`src/rtl/lfsr_seq_ctrl.sv`:
```
// Run sequencer for a 16-bit Galois LFSR.
// Loads a seed, steps N times while streaming bits, then pulses DONE.
module lfsr_seq_ctrl #(
    parameter int unsigned      WIDTH      = 16,
    parameter logic [WIDTH-1:0] TAPS       = 16'hB400,
    parameter int unsigned      CNT_W      = 16,
    parameter logic [WIDTH-1:0] RESET_SEED = 16'h0001
) (
    input  logic             CLK,
    input  logic             RST,
    input  logic             START,
    input  logic [WIDTH-1:0] SEED,
    input  logic [CNT_W-1:0] NSTEPS,
    input  logic             HOLD,
    input  logic             ABORT,
    output logic [WIDTH-1:0] Q,
    output logic             BIT_OUT,
    output logic             BIT_VALID,
    output logic             BUSY,
    output logic             DONE,
    output logic             SEED_ERR
);

    typedef enum logic [1:0] {
        S_IDLE,
        S_RUN,
        S_FIN
    } state_t;

    state_t           state_q, state_d;
    logic [CNT_W-1:0] cnt_q, cnt_d;
    logic [WIDTH-1:0] q_q, q_d;
    logic             bit_out_q, bit_out_d;
    logic             bit_valid_q, bit_valid_d;
    logic             busy_q, busy_d;
    logic             done_q, done_d;
    logic             seed_err_q, seed_err_d;
    logic [WIDTH-1:0] q_step;

    assign q_step = (q_q >> 1) ^ (q_q[0] ? TAPS : '0);

    always_comb begin
        state_d     = state_q;
        cnt_d       = cnt_q;
        q_d         = q_q;
        bit_out_d   = bit_out_q;
        bit_valid_d = 1'b0;
        busy_d      = busy_q;
        done_d      = 1'b0;
        seed_err_d  = seed_err_q;
        unique case (state_q)
            S_IDLE: begin
                if (START && !ABORT) begin
                    // A zero seed would lock the register, so substitute
                    if (SEED == '0) begin
                        q_d        = RESET_SEED;
                        seed_err_d = 1'b1;
                    end else begin
                        q_d        = SEED;
                        seed_err_d = 1'b0;
                    end
                    cnt_d = NSTEPS;
                    if (NSTEPS == '0) begin
                        state_d = S_FIN;
                        busy_d  = 1'b0;
                        done_d  = 1'b1;
                    end else begin
                        state_d = S_RUN;
                        busy_d  = 1'b1;
                    end
                end
            end
            S_RUN: begin
                if (ABORT) begin
                    state_d = S_IDLE;
                    busy_d  = 1'b0;
                end else if (!HOLD) begin
                    q_d         = q_step;
                    bit_out_d   = q_q[0];
                    bit_valid_d = 1'b1;
                    cnt_d       = cnt_q - CNT_W'(1);
                    if (cnt_q == CNT_W'(1)) begin
                        state_d = S_FIN;
                        busy_d  = 1'b0;
                        done_d  = 1'b1;
                    end
                end
            end
            S_FIN: begin
                state_d = S_IDLE;
            end
            default: begin
                state_d = S_IDLE;
                busy_d  = 1'b0;
            end
        endcase
    end

    always_ff @(posedge CLK) begin
        if (RST) begin
            state_q     <= S_IDLE;
            cnt_q       <= '0;
            q_q         <= RESET_SEED;
            bit_out_q   <= 1'b0;
            bit_valid_q <= 1'b0;
            busy_q      <= 1'b0;
            done_q      <= 1'b0;
            seed_err_q  <= 1'b0;
        end else begin
            state_q     <= state_d;
            cnt_q       <= cnt_d;
            q_q         <= q_d;
            bit_out_q   <= bit_out_d;
            bit_valid_q <= bit_valid_d;
            busy_q      <= busy_d;
            done_q      <= done_d;
            seed_err_q  <= seed_err_d;
        end
    end

    assign Q         = q_q;
    assign BIT_OUT   = bit_out_q;
    assign BIT_VALID = bit_valid_q;
    assign BUSY      = busy_q;
    assign DONE      = done_q;
    assign SEED_ERR  = seed_err_q;

endmodule

```
`config.mk`:
```
export PLATFORM = sky130hd
export DESIGN_NAME = lfsr_seq_ctrl
export DESIGN_NICKNAME = d
export VERILOG_FILES = /design/src/rtl/lfsr_seq_ctrl.sv
export SDC_FILE = /design/constraint.sdc
export NUM_CORES = 1
export LEC_CHECK = 0
export CAP_MARGIN = 25
export CORE_UTILIZATION = 45
export CTS_BUF_LIST = sky130_fd_sc_hd__clkbuf_8
export DETAILED_ROUTE_END_ITERATION = 16
export PLACE_DENSITY = 0.8
export SYNTH_ARGS = -nofsm -noshare
export SYNTH_HDL_FRONTEND = slang
export SYNTH_SLANG_ARGS = --single-unit
```
`constraint.sdc`:
```
create_clock -name CLK -period 2 [get_ports CLK]
set_clock_uncertainty 0.15 [all_clocks]
set_input_delay 0.5 -clock CLK [delete_from_list [all_inputs] [get_ports CLK]]
set_output_delay 0.5 -clock CLK [all_outputs]
set_load 0.01 [all_outputs]
```
# Word level (Yosys, flattened, before mapping)
# Index checks and enable logic that the tools add are counted.
[classes]
n_eq_ne = 8
n_addsub = 1
n_mux = 30
reduce_logical = 12
bitwise = 5
[ops]
columns = ["cell", "count"]
rows = [
  ["16-bit 2-to-1 mux", 8],
  ["16-bit one-hot mux with 2 select lines", 2],
  ["16-bit logical NOT", 2],
  ["16-bit by 1-bit equality test with 1-bit output (second input constant)", 1],
  ["16-bit by 1-bit subtractor with 16-bit output (second input constant)", 1],
  ["15-bit by 16-bit bitwise XOR with 16-bit output", 1],
  ["1-bit 2-to-1 mux", 12],
  ["2-bit 2-to-1 mux", 5],
  ["4-bit AND reduction", 2],
  ["2-bit != test (second input constant)", 3],
  ["3-bit != test (second input constant)", 2],
  ["3-bit AND reduction", 2],
  ["1-bit NOT", 4],
  ["2-bit one-hot mux with 2 select lines", 1],
  ["1-bit one-hot mux with 3 select lines", 1],
  ["3-bit OR reduction", 1],
  ["2-bit by 1-bit equality test with 1-bit output (second input constant)", 1],
  ["2-bit equality test (second input constant)", 1],
  ["2-bit logical NOT", 1],
  ["1-bit one-hot mux with 2 select lines", 1],
  ["2-bit AND reduction", 1],
  ["2-bit nonzero test", 1],
  ["1-bit logical AND", 1],
  ["1-bit logical NOT", 1],
]
[totals]
regBits = 39
out_inout_bits = 21
word_cells = 64
input_bits = 37

# Longest topological paths before layout
# Gate-level depths: netlist of the first run.
[depth]
depth_word = 5
depth_mapped = 7
mapped_depth_nobuf = 6

# Least setup slack after synthesis of the first run
# OpenSTA, ideal clock, no wires.
[synth_path]
path_type = "input-to-reg"
startpoint = "input HOLD"
endpoint = "register cnt_q[10]"
arrival_ns = 1.676
setup_slack_ns = 0.100
setup_ns = 0.074
stages = 5
path_buffers = 1
t_required_ns = 1.776
path_cell_list = "nand2b_1 a211o_1 buf_6 or4_1 a31oi_1"
[synth_between]
elab_chain_len = 2
[synth_lines]
columns = ["element", "line", "rtl"]
rows = [
  ["start: declaration", "14", "input logic HOLD,"],
  ["2-bit != test (no line)", "n/a", ""],
  ["4-bit AND reduction (no line)", "n/a", ""],
  ["end signal: assignment", "111", "cnt_q <= cnt_d;"],
  ["end: declaration", "31", "logic [CNT_W-1:0] cnt_q, cnt_d;"],
]
# Every way passes these cells.
# A chain may end at the register's enable or synchronous reset.

# Worst setup path in the final report of the first run
[layout_path]
startpoint = "input ABORT"
endpoint = "register state_q[0]"
[layout_between]
elab_chain_len = 4
word_cells_on_any_way = 8
cone_classes = "eq/ne: 3; mux: 2; reduce/logical: 3"
[layout_lines]
columns = ["element", "line", "rtl"]
rows = [
  ["start: declaration", "15", "input logic ABORT,"],
  ["1-bit logical NOT", "53", "if (START && !ABORT) begin"],
  ["1-bit logical AND", "53", ""],
  ["2-bit != test (no line)", "n/a", ""],
  ["3-bit AND reduction (no line)", "n/a", ""],
  ["end signal: assignment", "110", "state_q <= state_d;"],
  ["end: declaration", "30", "state_t state_q, state_d;"],
]
# Parallel ways exist; a longest one is shown, timed or not.

==> impl_summary.txt, run 1 <==
----------------------------------------------------
[Outcome]
  Run status ... complete, no violations

[Clocking]
  Skew-Pair Late Insertion Delay ... 0.31 ns
  Maximum buffer depth of the clock tree ... 2
  Reg clk slew, reported paths ... approximately 0.070 ns
  Total CTS buffers ... 5
  Root Buffer ... sky130_fd_sc_hd__clkbuf_8
  CTS H-tree depth ... 2
  Clock tree from TritonCTS ... yes
  Sinks on Clock Net ... 39

[Worst setup path]
  Crit path launch type ... input port
  Type of the setup path with the least slack ... in -> reg
  Crit. End Element ... register
  Depth of the most critical reg-to-reg path ... 6
  Worst path required time ... ~2.1 ns
  Maximum net fanout on the critical path ... 4
  Endpoint arrival time on the critical path ... 2.01 ns

[Detailed routing]
  Number of detailed-route iterations in the first pass ... 4
  Total via count in the routed design ... 2421
  Drt total wl ... 6660 um
  ANT nets after route ... 0
  Number of remaining DRC errors ... 0
  Via density per instance ... 5.905
  WL per Instance ... 16.24 um
  Starting DRC count in detailed routing ... 215

[Yosys]
  Synthesis warning total ... 0
  Adder-cell share of the synthesized area ... 0.01146
  Share of synthesized cell area in and, or, nand and nor gates ... 0.3140
  Dominant cells by area after synthesis ... sky130_fd_sc_hd__dfxtp_1 36%, sky130_fd_sc_hd__nand2_1 8.1%, sky130_fd_sc_hd__a311oi_1 4.8%
  Netlist cell types ... 49
  Part of the Yosys area used for sequential elements ... 0.3576
  Number of synthesized register bits ... 39
  Share of the synthesized netlist area taken by xor and xnor gates ... 0.01203
  Cell area after synthesis ... about 2200 um2
  Dominant register cell in the synthesized netlist ... sky130_fd_sc_hd__dfxtp_1
  Async S/R FF share, synth ... 0
  Multiplexer area fraction after synthesis ... 0.02865
  Net count of the mapped netlist ... about 320
  Area fraction of the dominant cell type after synthesis ... 0.3576
  Combinational family with the most area after synthesis ... simple AND/OR/NAND/NOR gates
  Post-Syn Area per Cell ... 7.854 um2
  Cells after synthesis ... 278
  Count of flip-flops with a built-in enable after synthesis ... 0
  Synth area leader ... sky130_fd_sc_hd__dfxtp_1
  Post-synthesis compound-gate area fraction ... 0.2229

[Pwr]
  Leak Pwr ... 1.181 nW
  Switching Fraction ... 0.3107
  Net switching power figure ... 628.7 uW
  Clock network fraction of design power ... 0.259
  Max VDD drop ... 0.4300 mV
  Internal power ... between 1 and 1.5 mW
  Combinational group share of total power ... 0.305
  Sequential power share ... 0.436
  Power Density ... 635.2 nW/um2

[Global routing]
  Overall track demand over capacity in global routing ... 0.2604
  Met3 GRT Util ... 0.05907
  Routing usage on met2 ... 0.4088
  Pin count of the biggest net entering global routing ... 43
  Met1 GRT Util ... 0.3499
  Via count of the first global-routing pass ... 2229
  Grt peak-use layer ... met2
  Initial antenna violation count ... 0
  Wire length of the first global-routing pass ... 10480 um
  Remaining global-route overflow ... 0

[Floorplanning]
  # rows ... 24
  DIE AREA ... slightly above 5000 um2
  Total I/O pin count ... 58
  Initial core utilization ... 0.4847
  Core outline area ... ~4500 um2
  Die W ... 71.66 um
  Vert. Die Dim ... approximately 72 um

[Placement]
  Post-detailed-placement half-perimeter wirelength ... 4679 um
  Global placement routability congestion ... 0.8555
  Number of buffer cells added on primary ports ... 57

[Cells and area]
  Share of final-layout standard cells stronger than drive strength 1 ... 0.1620
  Syn-to-layout area delta ... 45.90%
  Diode insertion count for antenna repair ... 0
  Final net count ... 396

[Timing]
  Unrepaired setup endpoints after global routing ... yes
  Max_slew headroom ... 0.7202
  Final Setup Violations ... 0
  Min Hold Slack ... 0.3234 ns
  Worst Max-Slew Pin Slew ... 0.4165 ns
  Part of the cycle the worst path needs ... 0.9615
  Final number of max-transition violations ... 0
  Total negative slack ... 0 ns
  Minimum clock period ... 1.923 ns
  Top achievable clock speed ... 0.5200 GHz
  Number of hold-slack violations in the final timing report ... 0

[Min path]
  Hold Crit Class ... reg -> reg
  Number of instances on the worst hold path ... 2

[Job]
  Maximum Capacitance Violations ... 0

----------------------------------------------------
==> synthesized netlist by cell type (all sizes together) (3+ instances only) <==
master	n
a21o	3
a21oi	17
a311oi	12
a31oi	7
and2	4
and3	3
buf	8
clkbuf	14
dfxtp	39
inv	5
mux2i	4
nand2	47
nand3	6
nand4	6
nor2	25
nor2b	3
nor3	5
nor3b	4
nor4	12
o211ai	7
o21ai	13
xnor2	3
==> worst paths after layout <==
kind	endpoint	start	slack, ns
worst min register to register	SEED_ERR$_SDFFE_PP0P_	SEED_ERR$_SDFFE_PP0P_	0.32
worst max register to register	cnt_q[5]$_SDFFE_PP0P_	state_q[0]$_SDFFE_PP0P_	0.09
worst min-delay path	SEED_ERR$_SDFFE_PP0P_	SEED_ERR$_SDFFE_PP0P_	0.32
worst max-delay path	state_q[0]$_SDFFE_PP0P_	ABORT	0.08
==> repair_timing <==
action | CTS | global route
hold buffers | 0 | 0
setup buffers | 0 | 3
resized for setup | 0 | 9
hold endpoints to repair | 0 | 0
setup endpoints to repair | 0 | 24
==> power by group through the flow <==
stage / logic (mW) / registers (mW) / clock network, mW
2_1_floorplan: 0.285 / 0.903 / 0
3_3_place_gp: 0.565 / 0.897 / 0
3_5_place_dp: 0.577 / 0.898 / 0
4_1_cts: 0.580 / 0.880 / 0.530
5_1_grt: 0.668 / 0.890 / 0.563
6_report: 0.617 / 0.883 / 0.523
==> metrics by stage <==
| step | power [mW] | setup slack (ns) | cells | instance area, um2 | utilization |
|---|---|---|---|---|---|
| global route | 2.122 | -0.007915 | 410 | 3186 | 0.7072 |
| CTS | 1.990 | 0.006352 | 405 | 3080 | 0.6839 |
| detailed placement | 1.475 | -0.3229 | 397 | 2997 | 0.6653 |
| finish | 2.023 | 0.07699 | 410 | 3186 | 0.7072 |
| floorplan | 1.187 | 0.09982 | 278 | 2183 | - |
| global placement | 1.462 | -0.2940 | 397 | 2997 | 0.6653 |
==> worst max-delay path, cell delays in order <==
cell and delay, ns:
sky130_fd_sc_hd__clkdlybuf4s50_1 0.47, sky130_fd_sc_hd__buf_4 0.18, sky130_fd_sc_hd__or3b_2 0.50, sky130_fd_sc_hd__nor2_2 0.13
sky130_fd_sc_hd__nand2_1 0.08, sky130_fd_sc_hd__a21oi_1 0.15
==> layout make-up <==
cell class / instances / area, um2
Fill cell: 343 / 1319
Tap cell: 52 / 65.06
Clock inverter: 3 / 15.01
Multi-Input combinational cell: 212 / 1319
Clock buffer: 5 / 68.82
Timing Repair Buffer: 94 / 917.1
Inverter: 5 / 18.77
Sequential cell: 39 / 782.0
==> metal layers <==
| metal | wire length (um) | up-vias |
|---|---|---|
| li1 | - | 1188 |
| met1 | 3016 | 1138 |
| met2 | 3127 | 83 |
| met3 | 396 | 12 |
| met4 | 119 | 0 |
| met5 | 0 | - |
==> placed cells by master, fill, tap and decap left out, drive strengths merged, types with 3 or more instances in the layout <==
| cell type | instances |
|---|---|
| dfxtp | 39 |
| mux2i | 4 |
| nor4 | 12 |
| and2 | 4 |
| inv | 5 |
| nor2 | 25 |
| a31oi | 7 |
| a21o | 3 |
| and3 | 3 |
| nand4 | 6 |
| clkbuf | 7 |
| buf | 35 |
| nand3 | 6 |
| clkinv | 3 |
| o211ai | 7 |
| a21oi | 17 |
| nand2 | 47 |
| nor3 | 5 |
| xnor2 | 3 |
| o21ai | 13 |
| nor2b | 3 |
| a311oi | 12 |
| nor3b | 4 |
| clkdlybuf4s50 | 55 |
==> state kept, by name (all words and copies together) (netlist names) <==
name / flops
BUSY: 1
DONE: 1
BIT_VALID: 1
BIT_OUT: 1
Q: 16
cnt_q: 16
state_q: 2
SEED_ERR: 1
==> cell families after synthesis <==
| group | after synthesis |
|---|---|
| AND/OR/NAND/NOR | 129 |
| AO/OA/AOI/OAI | 72 |
| flip-flops | 39 |
| buffers and inverters | 27 |
| multiplexers | 6 |
| XOR/XNOR | 3 |
| adder cells (fa/ha/maj) | 2 |
No activity file was read; power rests on OpenSTA's default activity.
==> run 2, diff against run 1 <==
- PLACE_DENSITY: 0.8 -> 0.77
- clock period: 2 -> 2.05 ns (I/O delays scaled with it)
==> impl_summary.txt, run 2 (same netlist as run 1, synthesis figures left out) <==
----------------------------------------------------
[Global routing]
  Remaining global-route overflow ... 0 (unchanged)
  Pin count of the biggest net entering global routing ... 38 (-12%)
  Wire length of the first global-routing pass ... 10450 um (-0.27%)
  Overall track demand over capacity in global routing ... 0.2616 (+0.001250)
  Initial antenna violation count ... 0 (unchanged)
  Via count of the first global-routing pass ... 2227 (-0.090%)

[Pwr]
  Leak Pwr ... 1.199 nW (+1.5%)
  Max VDD drop ... 0.4030 mV (-6.3%)
  Power Density ... 689.2 nW/um2 (+8.5%)
  Post-layout power ... 2.214 mW (+9.4%)

[Worst setup path]
  Crit path launch type ... input port
  Worst reg2reg endpoint ... cnt_q[13]$_SDFFE_PP0P_
  Worst path required time ... 2.11 ns (+0.02 ns)
  Depth of the most critical reg-to-reg path ... 4 (-2)
  Launching point of the worst reg2reg path ... state_q[0]$_SDFFE_PP0P_
  Maximum net fanout on the critical path ... 5 (+1)
  Type of the setup path with the least slack ... in -> reg
  Endpoint arrival time on the critical path ... 2.07 ns (+0.06 ns)
  Crit. End Element ... register
  Flop2flop setup slack ... 0.14 ns (+0.05 ns)

[Clocking]
  Clock tree from TritonCTS ... yes
  Maximum buffer depth of the clock tree ... 2 (unchanged)
  Sinks on Clock Net ... 39 (unchanged)
  Hold-fix buffers, CTS ... 0 (unchanged)
  Skew-Pair Late Insertion Delay ... 0.29 ns (-0.02 ns)
  Total CTS buffers ... 5 (unchanged)
  Reg clk slew, reported paths ... 0.08 ns (about the same)
  Root Buffer ... sky130_fd_sc_hd__clkbuf_8
  CTS H-tree depth ... 2 (unchanged)

[Min path]
  Endpoint, Worst Hold ... cnt_q[6]$_SDFFE_PP0P_
  Number of instances on the worst hold path ... 1 (-1)
  Hold_sp ... cnt_q[6]$_SDFFE_PP0P_
  Hold Crit Class ... reg -> reg

[Placement]
  Post-detailed-placement half-perimeter wirelength ... 4622 um (-1.2%)
  Pre-CTS worst setup slack ... -0.3339 ns (-0.01094 ns)
  Total placed cells including tap cells ... 394 (-0.76%)
  Number of buffer cells added on primary ports ... 57 (unchanged)
  Global placement routability congestion ... 0.8965 (+4.8%)

[Timing]
  Part of the cycle the worst path needs ... 0.9809
  Max_slew headroom ... 0.6951 (-0.02510)
  Total negative slack ... 0 ns (unchanged)
  Final number of max-transition violations ... 0 (unchanged)
  Final Setup Violations ... 0 (unchanged)
  Worst Max-Slew Pin Slew ... 0.4538 ns (+0.03728 ns)
  Minimum clock period ... 2.011 ns
  Final Worst Setup Slack ... 0.03914 ns (-0.03785 ns)
  Unrepaired setup endpoints after global routing ... no
  Number of hold-slack violations in the final timing report ... 0 (unchanged)
  Top achievable clock speed ... 0.4973 GHz
  Min Hold Slack ... 0.3259 ns (+0.002485 ns)

[Cells and area]
  Syn-to-layout area delta ... 47.11%
  Register area ... 782.0 um2 (unchanged)
  Most common cell after layout, fill and taps aside ... sky130_fd_sc_hd__clkdlybuf4s50_1
  Commonest non-fill, non-tap cells in the layout ... 55 x sky130_fd_sc_hd__clkdlybuf4s50_1, 47 x sky130_fd_sc_hd__nand2_1, 38 x sky130_fd_sc_hd__dfxtp_1
  Final cell count without fillers ... 409 (-0.24%)
  Total area of multi-input combinational cells ... 1304 um2 (-1.1%)
  Share of final-layout standard cells stronger than drive strength 1 ... 0.1485 (-0.01355)
  Number of filler cells placed in the layout ... 370 (+7.9%)
  Final net count ... 395 (-0.25%)
  Diode insertion count for antenna repair ... 0 (unchanged)

[Detailed routing]
  Number of detailed-route iterations in the first pass ... 4 (unchanged)
  Drt total wl ... 6842 um (+2.7%)
  ANT nets after route ... 0 (unchanged)
  Total via count in the routed design ... 2416 (-0.21%)
  WL per Instance ... 16.73 um (+3.0%)
  Via density per instance ... 5.907 (about the same)
  Number of remaining DRC errors ... 0 (unchanged)
  Starting DRC count in detailed routing ... 210 (-2.3%)

[Floorplanning]
  # rows ... 24 (unchanged)
  Initial core utilization ... 0.4847 (unchanged)
  Core outline area ... 4504 um2 (unchanged)
  DIE AREA ... 5134 um2 (unchanged)
  Vert. Die Dim ... 71.66 um (unchanged)
  Total I/O pin count ... 58 (unchanged)
  Die W ... 71.66 um (unchanged)

[Outcome]
  Run status ... complete, no violations

[Job]
  Maximum Capacitance Violations ... 0 (unchanged)

----------------------------------------------------
run 2: worst max-delay path, stage by stage:
cell	delay, ns
sky130_fd_sc_hd__clkdlybuf4s50_1	0.48
sky130_fd_sc_hd__nor3_1	0.43
sky130_fd_sc_hd__or4b_1	0.48
sky130_fd_sc_hd__a41oi_1	0.17
run 2: worst max path at each step:
stage / depth (start not counted) / startpoint / to
2_1_floorplan: 5 / HOLD / cnt_q[10]$_SDFFE_PP0P_
6_report: 4 / ABORT / cnt_q[13]$_SDFFE_PP0P_
5_1_grt: 7 / ABORT / Q[3]$_SDFFE_PP0P_
4_1_cts: 5 / HOLD / cnt_q[14]$_SDFFE_PP0P_
3_3_place_gp: 5 / START / cnt_q[14]$_SDFFE_PP0P_
3_5_place_dp: 5 / START / cnt_q[14]$_SDFFE_PP0P_
run 2: layout make-up:
cell class,instances,share of cell area
Sequential cell,39,0.2435
Tap cell,52,0.02026
Multi-Input combinational cell,212,0.4059
Clock buffer,5,0.02143
Clock inverter,3,0.01987
Inverter,5,0.005843
Timing Repair Buffer,93,0.2832
run 2: through the flow:
step | util | area [um2]
after global routing | 0.7131 | 3212
after global placement | 0.6603 | 2974
after CTS | 0.6897 | 3107
after detailed placement | 0.6603 | 2974
final | 0.7131 | 3212
after floorplan | - | 2183
run 2: layer usage:
| metal | wire, um | global-route usage | up-vias |
|---|---|---|---|
| li1 | - | - | 1178 |
| met1 | 2852 | 0.3472 | 1110 |
| met2 | 3330 | 0.4287 | 117 |
| met3 | 559 | 0.04079 | 11 |
| met4 | 99 | 0.09804 | 0 |
| met5 | 0 | 0 | - |
run 2: where the power goes:
group	switching (mW)	internal [mW]	leakage (nW)
registers	0.0517	0.808	0.320
logic	0.285	0.311	0.809
clock network	0.276	0.482	0.0695
run 2: repair_timing:
| action | in CTS | in global routing |
|---|---|---|
| setup endpoints to repair | 2 | 21 |
| gates resized for setup | 0 | 5 |
| setup buffers | 0 | 5 |
| gates cloned | 0 | 2 |
| pin swaps | 3 | 3 |
==> run 3, diff against run 2 <==
- ABC_CLOCK_PERIOD_IN_PS: default -> 2500
- clock period: 2.05 -> 2.5 ns (I/O delays scaled with it)
==> impl_summary.txt, run 3 (same netlist as run 1, synthesis figures left out) <==
----------------------------------------------------
[Cells and area]
  Number of filler cells placed in the layout ... 388 (+4.9%)
  Syn-to-layout area delta ... 38.62%
  Final cell count without fillers ... 393 (-3.9%)
  Most common cell after layout, fill and taps aside ... sky130_fd_sc_hd__clkdlybuf4s50_1
  Share of final-layout standard cells stronger than drive strength 1 ... 0.1026 (-0.04582)
  Final net count ... 379 (-4.1%)
  Diode insertion count for antenna repair ... 0 (unchanged)
  Fin area ... 3027 um2 (-5.8%)
  Total area of multi-input combinational cells ... 1296 um2 (-0.58%)
  Register area ... 780.7 um2 (-0.16%)
  Commonest non-fill, non-tap cells in the layout ... 57 x sky130_fd_sc_hd__clkdlybuf4s50_1, 47 x sky130_fd_sc_hd__nand2_1, 39 x sky130_fd_sc_hd__dfxtp_1

[Worst setup path]
  Critical Path Max Stage Delay ... 0.61 ns (+0.13 ns)
  Type of the setup path with the least slack ... reg -> out
  Crit path max-delay family ... buffers and inverters
  Flop2flop setup slack ... 0.48 ns (+0.34 ns)
  Critical-path cell list ... clkdlybuf4s50_1
  Critical Path Slowest Stage Cell ... sky130_fd_sc_hd__clkdlybuf4s50_1
  Depth of the most critical reg-to-reg path ... 6 (+2)
  Endpoint arrival time on the critical path ... 1.43 ns (-0.64 ns)
  Maximum net fanout on the critical path ... 7 (+2)
  Launching point of the worst reg2reg path ... cnt_q[0]$_SDFFE_PP0P_
  Crit. End Element ... output port
  Worst path bufs/invs ... 1 (unchanged)
  Crit path launch type ... register
  Worst path required time ... 1.73 ns (-0.38 ns)
  Worst reg2reg endpoint ... cnt_q[14]$_SDFFE_PP0P_

[Floorplanning]
  Initial core utilization ... 0.4847 (unchanged)
  Die W ... 71.66 um (unchanged)
  Vert. Die Dim ... 71.66 um (unchanged)
  # rows ... 24 (unchanged)
  Total I/O pin count ... 58 (unchanged)
  DIE AREA ... 5134 um2 (unchanged)
  Core outline area ... 4504 um2 (unchanged)

[Outcome]
  Run status ... complete, no violations

[Pwr]
  Max VDD drop ... 0.4054 mV (+0.60%)
  Power Density ... 577.2 nW/um2 (-16%)
  Leak Pwr ... 1.075 nW (-10%)
  Clock network fraction of design power ... 0.350 (+0.008)
  Internal power ... 1.277 mW (-20%)
  Combinational group share of total power ... 0.243 (-0.026)
  Net switching power figure ... 469.5 uW (-23%)
  Switching Fraction ... 0.2687 (-0.007844)
  Sequential power share ... 0.407 (+0.018)
  Post-layout power ... 1.747 mW (-21%)

[Clocking]
  CTS H-tree depth ... 2 (unchanged)
  Total CTS buffers ... 5 (unchanged)
  Reg clk slew, reported paths ... 0.08 ns (about the same)
  Number of buffers added for setup after CTS ... 0 (unchanged)
  Clock tree from TritonCTS ... yes
  Post-cts resize count ... 0 (unchanged)
  Skew-Pair Late Insertion Delay ... 0.29 ns (about the same)
  Root Buffer ... sky130_fd_sc_hd__clkbuf_8
  Hold-fix buffers, CTS ... 0 (unchanged)
  Sinks on Clock Net ... 39 (unchanged)
  Maximum buffer depth of the clock tree ... 2 (unchanged)

[Timing]
  Top achievable clock speed ... 0.4544 GHz
  Worst Max-Slew Pin Slew ... 0.5518 ns (+0.09801 ns)
  Unrepaired setup endpoints after global routing ... no
  Max_slew headroom ... 0.6305 (-0.06468)
  Final Setup Violations ... 0 (unchanged)
  Min Hold Slack ... 0.3241 ns (-0.001818 ns)
  Final number of max-transition violations ... 0 (unchanged)
  Minimum clock period ... between 2 and 2.5 ns
  Part of the cycle the worst path needs ... 0.8802
  Number of hold-slack violations in the final timing report ... 0 (unchanged)

[Job]
  Maximum Capacitance Violations ... 0 (unchanged)

[Global routing]
  Via count of the first global-routing pass ... 1958 (-12%)
  Pin count of the biggest net entering global routing ... 36 (-5.3%)
  Initial antenna violation count ... 0 (unchanged)
  Remaining global-route overflow ... 0 (unchanged)
  Overall track demand over capacity in global routing ... 0.2327 (-0.02892)
  Wire length of the first global-routing pass ... 9432 um (-9.8%)

[Detailed routing]
  Via density per instance ... 5.880 (-0.45%)
  Total via count in the routed design ... 2311 (-4.3%)
  Drt total wl ... 5880 um (-14%)
  Starting DRC count in detailed routing ... 157 (-25%)
  Number of detailed-route iterations in the first pass ... 4 (unchanged)
  Number of remaining DRC errors ... 0 (unchanged)
  ANT nets after route ... 0 (unchanged)
  WL per Instance ... 14.96 um (-11%)

[Min path]
  Hold_sp ... Q[10]$_SDFFE_PP0P_
  Hold Crit Class ... reg -> reg
  Number of instances on the worst hold path ... 2 (+1)
  Endpoint, Worst Hold ... Q[10]$_SDFFE_PP0P_

[Placement]
  Global placement routability congestion ... 0.8595 (-4.1%)
  Post-detailed-placement half-perimeter wirelength ... 4349 um (-5.9%)
  Number of buffer cells added on primary ports ... 57 (unchanged)
  Cell Area, Placed ... 2894 um2 (-2.7%)
  Total placed cells including tap cells ... 385 (-2.3%)

----------------------------------------------------
-- run 3: layer usage --
metal  track usage  part of all wire  vias up
li1              -                 -     1147
met1        0.3325              0.45     1062
met2        0.3595              0.47       94
met3       0.03938             0.063        8
met4       0.06972             0.010        0
met5             0                 0        -
-- run 3: cell type report --
| cell class | instances | share of cell area |
|---|---|---|
| multi-input combinational | 212 | 0.4283 |
| clock buffer | 5 | 0.02274 |
| sequential | 39 | 0.2580 |
| inverter | 5 | 0.006201 |
| timing repair buffer | 77 | 0.2422 |
| tap | 52 | 0.02150 |
| clock inverter | 3 | 0.02108 |
-- run 3: how the worst max path moves through the flow --
| stage | from | end | slack, ns | depth (start not counted) |
|---|---|---|---|---|
| 2_1_floorplan | HOLD | cnt_q[10]$_SDFFE_PP0P_ | 0.47 | 5 |
| 3_3_place_gp | START | cnt_q[14]$_SDFFE_PP0P_ | 0.03 | 5 |
| 3_5_place_dp | START | cnt_q[14]$_SDFFE_PP0P_ | -0.003 | 5 |
| 4_1_cts | Q[0]$_SDFFE_PP1P_ | Q[0] | 0.29 | 1 |
| 5_1_grt | START | cnt_q[14]$_SDFFE_PP0P_ | 0.24 | 5 |
| 6_report | Q[0]$_SDFFE_PP1P_ | Q[0] | 0.30 | 1 |
-- run 3: power groups by stage --
stage          Clock (mW)  Combinational [mW]  Sequential, mW
2_1_floorplan           0               0.228           0.722
3_3_place_gp            0               0.416           0.722
3_5_place_dp            0               0.421           0.724
4_1_cts             0.621               0.424           0.710
5_1_grt             0.650               0.462           0.717
6_report            0.611               0.425           0.710
-- run 3: through the flow --
stage	worst slack, ns	util	TNS, ns
2_1_floorplan	0.4748	-	0
3_3_place_gp	0.02769	0.6425	0
3_5_place_dp	-0.003095	0.6425	-0.003095
4_1_cts	0.2893	0.6719	0
5_1_grt	0.2409	0.6719	0
6_report	0.2994	0.6719	0
-- run 3: worst reg2reg max path, stage by stage, from the launching register on --
cell and delay, ns:
sky130_fd_sc_hd__dfxtp_1 0.36, sky130_fd_sc_hd__inv_1 0.11, sky130_fd_sc_hd__ha_1 0.19, sky130_fd_sc_hd__nor3b_4 0.30, sky130_fd_sc_hd__nand4_1 0.18, sky130_fd_sc_hd__or4b_1 0.50, sky130_fd_sc_hd__a31oi_1 0.16
